**src/rtl/id_operand_scoreboard_pkg.sv**
```systemverilog
// Shared constants for the decode-stage operand scoreboard.
// Also holds the saturating increment used by the stall-cycle counter.
package id_operand_scoreboard_pkg;

  localparam int XLEN           = 64;
  localparam int REG_ADDR_WIDTH = 5;
  localparam int REG_DATA_DEPTH = 32;
  localparam int FWD_EX         = 0;
  localparam int FWD_MEM        = 1;

  function automatic logic [31:0] sat_inc32(input logic [31:0] v);
    if (v == 32'hFFFF_FFFF) begin
      return v;
    end else begin
      return v + 32'd1;
    end
  endfunction

endpackage

```
**src/rtl/id_operand_scoreboard_operand_sel.sv**
```systemverilog
// Single-source operand resolver: picks register-file data or the youngest
// matching forward source, and flags a hazard when the value is not available.
module operand_sel
  import id_operand_scoreboard_pkg::*;
#(
  parameter int XLEN = 64,
  parameter int AW   = 5,
  parameter int NFWD = 2
) (
  input  logic [AW-1:0]        rs_i,
  input  logic                 use_i,
  input  logic [XLEN-1:0]      rf_data_i,
  input  logic [NFWD-1:0]      fwd_valid_i,
  input  logic [NFWD-1:0]      fwd_ready_i,
  input  logic [NFWD*AW-1:0]   fwd_addr_i,
  input  logic [NFWD*XLEN-1:0] fwd_data_i,
  input  logic                 pend_nz_i,
  output logic [XLEN-1:0]      data_o,
  output logic                 fwd_o,
  output logic                 hazard_o
);

  logic found_s;

  // Lowest index is youngest, so the first match in the scan wins.
  always_comb begin
    data_o   = '0;
    fwd_o    = 1'b0;
    hazard_o = 1'b0;
    found_s  = 1'b0;
    if (rs_i == '0) begin
      data_o = '0;
    end else if (!pend_nz_i) begin
      data_o = rf_data_i;
    end else begin
      for (int i = FWD_EX; i < NFWD; i++) begin
        if (!found_s && fwd_valid_i[i] && (fwd_addr_i[i*AW +: AW] == rs_i)) begin
          found_s = 1'b1;
          if (fwd_ready_i[i]) begin
            data_o = fwd_data_i[i*XLEN +: XLEN];
            fwd_o  = 1'b1;
          end else begin
            hazard_o = use_i;
          end
        end else begin
          found_s = found_s;
        end
      end
      // Pending but not visible on any forward bus: producer sits beyond the last stage.
      if (!found_s) begin
        hazard_o = use_i;
      end else begin
        hazard_o = hazard_o;
      end
    end
  end

endmodule

```
**src/rtl/id_operand_scoreboard.sv**
```systemverilog
// Decode-stage operand scoreboard: per-register in-flight writer counters,
// operand resolution for rs1/rs2, stall/issue generation and a stall-cycle counter.
module id_operand_scoreboard
  import id_operand_scoreboard_pkg::*;
#(
  parameter int XLEN = id_operand_scoreboard_pkg::XLEN,
  parameter int NREG = id_operand_scoreboard_pkg::REG_DATA_DEPTH,
  parameter int AW   = id_operand_scoreboard_pkg::REG_ADDR_WIDTH,
  parameter int NFWD = 2,
  parameter int CW   = 2
) (
  input  logic                 clk,
  input  logic                 rst_n,
  input  logic                 id_valid,
  input  logic [AW-1:0]        id_rs1,
  input  logic [AW-1:0]        id_rs2,
  input  logic                 id_use_rs1,
  input  logic                 id_use_rs2,
  input  logic [AW-1:0]        id_rd,
  input  logic                 id_rd_wen,
  input  logic                 ex_ready,
  input  logic [XLEN-1:0]      rf_rdata1,
  input  logic [XLEN-1:0]      rf_rdata2,
  input  logic [NFWD-1:0]      fwd_valid,
  input  logic [NFWD-1:0]      fwd_ready,
  input  logic [NFWD*AW-1:0]   fwd_addr,
  input  logic [NFWD*XLEN-1:0] fwd_data,
  input  logic                 wb_retire,
  input  logic [AW-1:0]        wb_addr,
  input  logic                 kill_valid,
  input  logic [AW-1:0]        kill_addr,
  input  logic                 flush,
  output logic [XLEN-1:0]      op1_data,
  output logic [XLEN-1:0]      op2_data,
  output logic                 op1_fwd,
  output logic                 op2_fwd,
  output logic                 stall,
  output logic                 issue,
  output logic [31:0]          stall_cycles
);

  logic [CW-1:0] pending_q [NREG];
  logic [CW-1:0] pending_d [NREG];
  logic [31:0]   stall_cnt_q;
  logic [31:0]   stall_cnt_d;
  logic [CW:0]   cnt_v;
  logic          hazard1_s, hazard2_s, rd_full_s;

  operand_sel #(.XLEN(XLEN), .AW(AW), .NFWD(NFWD)) u_sel1 (
    .rs_i(id_rs1), .use_i(id_use_rs1), .rf_data_i(rf_rdata1),
    .fwd_valid_i(fwd_valid), .fwd_ready_i(fwd_ready),
    .fwd_addr_i(fwd_addr), .fwd_data_i(fwd_data),
    .pend_nz_i(pending_q[id_rs1] != '0),
    .data_o(op1_data), .fwd_o(op1_fwd), .hazard_o(hazard1_s)
  );

  operand_sel #(.XLEN(XLEN), .AW(AW), .NFWD(NFWD)) u_sel2 (
    .rs_i(id_rs2), .use_i(id_use_rs2), .rf_data_i(rf_rdata2),
    .fwd_valid_i(fwd_valid), .fwd_ready_i(fwd_ready),
    .fwd_addr_i(fwd_addr), .fwd_data_i(fwd_data),
    .pend_nz_i(pending_q[id_rs2] != '0),
    .data_o(op2_data), .fwd_o(op2_fwd), .hazard_o(hazard2_s)
  );

  assign rd_full_s    = id_rd_wen && (id_rd != '0) && (pending_q[id_rd] == {CW{1'b1}});
  assign stall        = id_valid && (hazard1_s || hazard2_s || rd_full_s);
  assign issue        = id_valid && !stall && ex_ready && !flush;
  assign stall_cycles = stall_cnt_q;

  // Next-state for every counter: apply the issue increment first, then each
  // decrement, so +1/-1 cancel and a decrement of an empty counter is dropped.
  always_comb begin
    cnt_v = '0;
    for (int r = 0; r < NREG; r++) begin
      if (r == 0) begin
        pending_d[r] = '0;
      end else begin
        cnt_v = {1'b0, pending_q[r]};
        if (issue && id_rd_wen && (id_rd == AW'(r))) begin
          cnt_v = cnt_v + {{CW{1'b0}}, 1'b1};
        end else begin
          cnt_v = cnt_v;
        end
        if (wb_retire && (wb_addr == AW'(r)) && (cnt_v != '0)) begin
          cnt_v = cnt_v - {{CW{1'b0}}, 1'b1};
        end else begin
          cnt_v = cnt_v;
        end
        if (kill_valid && (kill_addr == AW'(r)) && (cnt_v != '0)) begin
          cnt_v = cnt_v - {{CW{1'b0}}, 1'b1};
        end else begin
          cnt_v = cnt_v;
        end
        pending_d[r] = cnt_v[CW-1:0];
      end
    end
  end

  // Saturating stall-cycle counter next state.
  always_comb begin
    if (stall) begin
      stall_cnt_d = sat_inc32(stall_cnt_q);
    end else begin
      stall_cnt_d = stall_cnt_q;
    end
  end

  // Counter array and performance counter registers.
  always_ff @(posedge clk or negedge rst_n) begin
    if (!rst_n) begin
      for (int r = 0; r < NREG; r++) begin
        pending_q[r] <= '0;
      end
      stall_cnt_q <= 32'd0;
    end else begin
      for (int r = 0; r < NREG; r++) begin
        pending_q[r] <= pending_d[r];
      end
      stall_cnt_q <= stall_cnt_d;
    end
  end

endmodule

```
**config.mk**
```make
export PLATFORM = sky130hd
export DESIGN_NAME = id_operand_scoreboard
export DESIGN_NICKNAME = d
export VERILOG_FILES = /design/src/rtl/id_operand_scoreboard_pkg.sv /design/src/rtl/id_operand_scoreboard_operand_sel.sv /design/src/rtl/id_operand_scoreboard.sv
export SDC_FILE = /design/constraint.sdc
export NUM_CORES = 1
export LEC_CHECK = 0
export CAP_MARGIN = 40
export CORE_AREA = 2 2 183 185
export DETAILED_ROUTE_END_ITERATION = 10
export DIE_AREA = 0 0 185 187
export PLACE_DENSITY_LB_ADDON = 0.2
export SYNTH_ARGS = -nofsm -noshare
export SYNTH_HDL_FRONTEND = slang
export SYNTH_SLANG_ARGS = --single-unit
```
**constraint.sdc**
```tcl
create_clock -name clk -period 5.75 [get_ports clk]
set_input_delay 1.15 -clock clk [delete_from_list [all_inputs] [get_ports clk]]
set_output_delay 1.15 -clock clk [all_outputs]
set_load 0.01 [all_outputs]
```
# Yosys cells after proc, flatten, opt, wreduce, memory -nomap -nowiden
# Index checks and enable logic that the tools add are counted.
word_totals:
  register_bits: 94
  input_bits: 305
  out_inout_bits: 164
  elab_cells: 624
op_classes:
  add_sub_neg: 94
  magnitude_cmp: 3
  n_eq_ne: 99
  mux: 150
  bitwise_logic: 4
  n_reduce_logical: 242
op_table:
  columns: ["operator", "n"]
  rows:
  - ["64-bit 2-to-1 mux", 11]
  - ["5-bit equality test (second input constant)", 48]
  - ["3-bit 2-to-1 mux", 62]
  - ["3-bit nonzero test", 62]
  - ["1-bit logical AND", 168]
  - ["5-bit by 4-bit equality test with 1-bit output (second input constant)", 24]
  - ["2-bit by 1-bit adder with 3-bit output (second input constant)", 31]
  - ["3-bit by 1-bit subtractor with 3-bit output (second input constant)", 31]
  - ["2-bit 2-to-1 mux", 37]
  - ["2-bit by 1-bit subtractor with 2-bit output (second input constant)", 31]
  - ["5-bit by 3-bit equality test with 1-bit output (second input constant)", 12]
  - ["1-bit 2-to-1 mux", 37]
  - ["32-bit by 1-bit adder with 32-bit output (second input constant)", 1]
  - ["32-bit equality test (second input constant)", 1]
  - ["2-bit binary-select mux with 5-bit select", 3]
  - ["5-bit by 2-bit equality test with 1-bit output (second input constant)", 6]
  - ["5-bit equality test", 4]
  - ["6-bit >= comparator (second input constant)", 3]
  - ["5-bit NOT with 6-bit output", 3]
  - ["5-bit by 1-bit equality test with 1-bit output (second input constant)", 3]
  - ["5-bit zero test", 2]
  - ["5-bit nonzero test", 1]
  - ["1-bit zero test", 4]
  - ["2-bit nonzero test", 2]
  - ["other kinds (4)", 5]

# Depth between registers and ports, before layout
logic_depth:
  ltp_word: 32
  ltp_mapped: 23
  mapped_depth_nobuf: 19

# Modules after synthesis
# Synthesis repeated with hierarchy kept, for this count alone.
hier_totals:
  cells_unflattened: 1636
  hier_area_um2: 14262.4
by_module_without_submodules:
  columns: ["module", "instances", "cells_per_inst", "area_per_inst_um2", "seq_area_each_um2"]
  rows:
  - ["id_operand_scoreboard", 1, 968, 9375.2, 2352.3]
  - ["operand_sel", 2, 334, 2443.6, 0.0]

# Least setup slack after synthesis
# No wires, ideal clock.
synth_timing:
  kind: "input to register"
  startpoint: "input id_rs1[0]"
  endpoint: "register pending_q[12] (netlist bit)"
  setup_ps: 80
  t_arrival_ps: 5718
  t_required_ps: 5670
  path_slack_ps: -48
  stages: 20
  n_path_buf: 2
  path_cell_list: "buf_6 -> nor3_2 -> a211oi_1 -> or4b_4 -> a32o_1 -> and3_1 -> buf_6 -> nor4_2 -> xnor2_1 -> ha_1 -> ha_1 -> nor4b_1 -> inv_1 -> mux2_2 -> ha_1 -> a311o_1 -> a211oi_1 -> a21oi_1 -> mux2i_1 -> xnor2_1"
synth_lines:
  columns: ["item", "line", "text"]
  rows:
  - ["start: declaration", "id_operand_scoreboard.sv:15", "input logic [AW-1:0] id_rs1,"]
  - ["end signal: indexed assignment", "id_operand_scoreboard.sv:117", "pending_q[r] <= pending_d[r];"]
  - ["end: declaration", "id_operand_scoreboard.sv:42", "logic [CW-1:0] pending_q [NREG];"]

# Worst setup path in the final report
layout_timing:
  startpoint: "input id_rs1[3]"
  endpoint: "output op1_data[15]"
layout_via:
  elab_chain_cells: 11
  word_cells_on_any_way: 20
  classes_between: "eq/ne: 2; mux: 11; bitwise: 1; reduce/logical: 6"
layout_rtl:
  columns: ["item", "line", "text"]
  rows:
  - ["5-bit equality test", "id_operand_scoreboard_operand_sel.sv:37", "if (!found_s && fwd_valid_i[i] && (fwd_addr_i[i*AW +: AW] == rs_i)) begin"]
  - ["1-bit logical AND", "id_operand_scoreboard_operand_sel.sv:37", null]
  - ["1-bit 2-to-1 mux", "id_operand_scoreboard_operand_sel.sv:37", null]
  - ["1-bit 2-to-1 mux", "id_operand_scoreboard_operand_sel.sv:33", "end else if (!pend_nz_i) begin"]
  - ["1-bit 2-to-1 mux", "id_operand_scoreboard_operand_sel.sv:31", "if (rs_i == '0) begin"]
  - ["1-bit zero test", "id_operand_scoreboard_operand_sel.sv:37", null]
  - ["1-bit logical AND (2 in a row)", "id_operand_scoreboard_operand_sel.sv:37", null]
  - ["64-bit 2-to-1 mux", "id_operand_scoreboard_operand_sel.sv:37", null]
  - ["64-bit 2-to-1 mux", "id_operand_scoreboard_operand_sel.sv:33", null]
  - ["64-bit 2-to-1 mux *", "id_operand_scoreboard_operand_sel.sv:31", null]
  - ["end: declaration", "id_operand_scoreboard.sv:33", "output logic [XLEN-1:0] op1_data,"]
# Every way passes the cells marked *; elsewhere a longest branch is shown, timed or not. The select of a mux whose other input is x is not followed.

==> metrics.cfg <==
[setup_path]
critPathRequiredTime_ns=4.60
rr_endpoint=pending_q[0]
crit_type=primary input to output port
r2r-start=pending_q[44]
crit_path_start_kind=primary input
critPathSlowestCell=clkdlybuf4s50_1
crit_chain=clkdlybuf4s50_1, buf_4, xnor2_1, nand4_1, a311oi_4, buf_6, a32oi_1, a211oi_2, buf_4, clkdlybuf4s50_1
reg2regPathDepth=18
r2r_slack_ns=0.67
slowest_delay_ns=0.58
crit_path_max_fanout=65
worstSetupEndpointType=output port
worstPathArrival_ns=4.46

[hold_path]
worstHoldEndpoint=stall_cycles[15]
min_path_cells=1
hold_class=flop to flop
worstHoldStart=stall_cycles[15]

[synthesis]
synth.most_common_cell=nor2_1
syn_avg_cell_area_um2=8.33
synthArstFlopShare=1.00
synth_area_leader_cell=dfrtp_1
ys_top_cells_by_area=dfrtp_1 (18%), ha_1 (12%), a32oi_1 (8.5%)
syn_inst=1608
yosys_warnings=0
synth_nets=2038
ys_types=77
yosysSeqAreaShare=0.176
synth_top_area_frac=0.176
ys_seq_elements=94
synthTopCellsByCount=nor2_1 (192), a211oi_1 (135), a32oi_1 (130), ha_1 (125), xnor2_1 (111)
syn-cell-area_um2=13400
synth-edff-count=0
ys.flop_type=dfrtp_1

[placed_design]
place_hpwl_um=59400
gp_congestion=1.04
port_buffers=468
place_inst=2681

[drt]
avgViaCountPerCell=6.22
dr.first_iter.drc_count=1546
drc=0
wire_per_inst_um=27.1
route.vias.total=16900
dr.pass1.iters=6
totalWireLength_um=73900
drtAntennaViolNets=0

[run_status]
status=finished, final reports clean

[cells_and_area]
drive_gt1_frac=0.214
area_growth_syn_to_layout_pct=60.2
multi_input_area_um2=10900
final_cells=2723
seq_area_um2=2350
num-fill-cells=2843
nets=2694

[grt]
grt_max_degree=119
antenna_found_initial=11
gr-total-overflow=0
grt_pass1_wl_um=105000
grt_util_all_layers=0.407
grt_pass1_vias=16400

[pwr]
switchingPower_mw=3.29
power_density_nw_per_um2=329
ir_drop_mv=0.284
combPwrFrac=0.723
leakagePower_nw=8.03
p_seq_frac=0.186
clockPowerShare=0.091
p_int_mw=3.77
switching_share=0.466

[flow_run]
maxCapViolations=0

[clock_tree]
clkTransAtPathRegs_ns=0.08
tritoncts.num_buffers=9
clockRootBuffer=clkbuf_16
clk_path_buf_depth=2
numClockSinks=94
cts_max_level=3
cts_tree=yes
hold_buffers=0
worstSkewPairLatency_ns=0.37

[floorplanning]
die_width_um=185
start_util=0.408
core-area_um2=32900
row_count=67
die-area_um2=34600
pin_count=469
die_y_um=187

[sta]
finalHoldWorstSlack_ns=0.502
worstMarginPinSlew_ns=0.888
period_share=0.976
setup_viol=0
maxSlewHeadroom=0.408
skew_ns=0.0150
fmaxAchievable_ghz=0.178
hold_viol_final=0
min_period_ns=5.61
drv_slew=0

==> power by group through the flow <==
stage	registers, mW	clock network (mW)	logic [mW]
6_report	1.31	0.645	5.10
5_1_grt	1.32	0.675	5.51
4_1_cts	1.26	0.650	4.88
3_5_place_dp	1.27	0	4.83
3_3_place_gp	1.27	0	4.65
2_1_floorplan	1.13	0	2.39
==> per-layer routing <==
metal | track usage | wire [um] | up-vias
met2 | 0.607 | 31300 | 907
met5 | 0 | 69 | -
li1 | - | - | 7593
met1 | 0.528 | 29900 | 8252
met3 | 0.155 | 9170 | 179
met4 | 0.161 | 3440 | 10
==> logic make-up after synthesis <==
group	after synthesis	synth area share
XOR/XNOR	148	0.0994
flip-flops	94	0.176
multiplexers	122	0.106
adder cells (fa/ha/maj)	125	0.117
AND/OR/NAND/NOR	551	0.213
AO/OA/AOI/OAI	404	0.238
buffers and inverters	164	0.0508
==> cells in the final DEF, fill, tap and decap left out, drive strengths merged, types with 29 or more instances in the layout <==
cell / instances
dfrtp: 94
nand3: 62
nand2: 76
clkdlybuf4s50: 453
nor2: 194
a32oi: 130
nor3: 57
inv: 38
buf: 308
xor2: 33
a211oi: 135
xnor2: 114
mux2: 33
nand4: 29
ha: 125
mux2i: 76
==> area by class of cell <==
| class | count | area share |
|---|---|---|
| Sequential cell | 94 | 0.110 |
| Clock inverter | 7 | 0.00338 |
| Clock buffer | 9 | 0.0105 |
| Multi-Input combinational cell | 1350 | 0.506 |
| Tap cell | 448 | 0.0261 |
| Inverter | 34 | 0.00594 |
| Timing Repair Buffer | 775 | 0.338 |
| Antenna cell | 6 | 0.000699 |
==> worst max-delay path, delay by kind of cell <==
kind | cells | cell delay (ns)
compound gates | 3 | 0.96
xor+xnor | 1 | 0.13
buf+inv | 5 | 1.99
simple gates | 1 | 0.15
==> what timing repair did <==
item | CTS | global route
endpoints found under the setup margin | 10 | 78
pin swaps | 0 | 44
gates resized for setup | 13 | 88
gates cloned | 0 | 2
buffers inserted | 0 | 18
hold endpoints to repair | 0 | 0
==> per-stage QoR <==
stage	total power, mW	worst slack (ns)	util	TNS [ns]	instance area [um^2]
2_1_floorplan	3.52	0.119	-	0	13400
3_3_place_gp	5.92	-0.387	0.623	-7.83	20500
3_5_place_dp	6.10	-0.493	0.623	-13.77	20500
4_1_cts	6.79	-0.00359	0.635	-0.00403	20900
5_1_grt	7.51	-0.0492	0.653	-0.0503	21500
6_report	7.06	0.138	0.653	0	21500
==> state kept, by name (all words and copies together) (netlist names) <==
name	flops
pending_q	62
stall_cycles	32
==> worst max path at each step <==
stage / startpoint / to / slack [ns] / cells past startpoint
global placement: id_rd[0] / pending_q[56] / -0.39 / 18
floorplan: id_rs1[0] / pending_q[28] / 0.12 / 20
finish: id_rs1[3] / op1_data[15] / 0.14 / 10
CTS: id_rs1[1] / pending_q[53] / -0.004 / 21
detailed placement: id_rs2[0] / pending_q[24] / -0.49 / 23
global route: id_rs1[2] / pending_q[2] / -0.05 / 23
No activity file was read; power rests on OpenSTA's default activity.
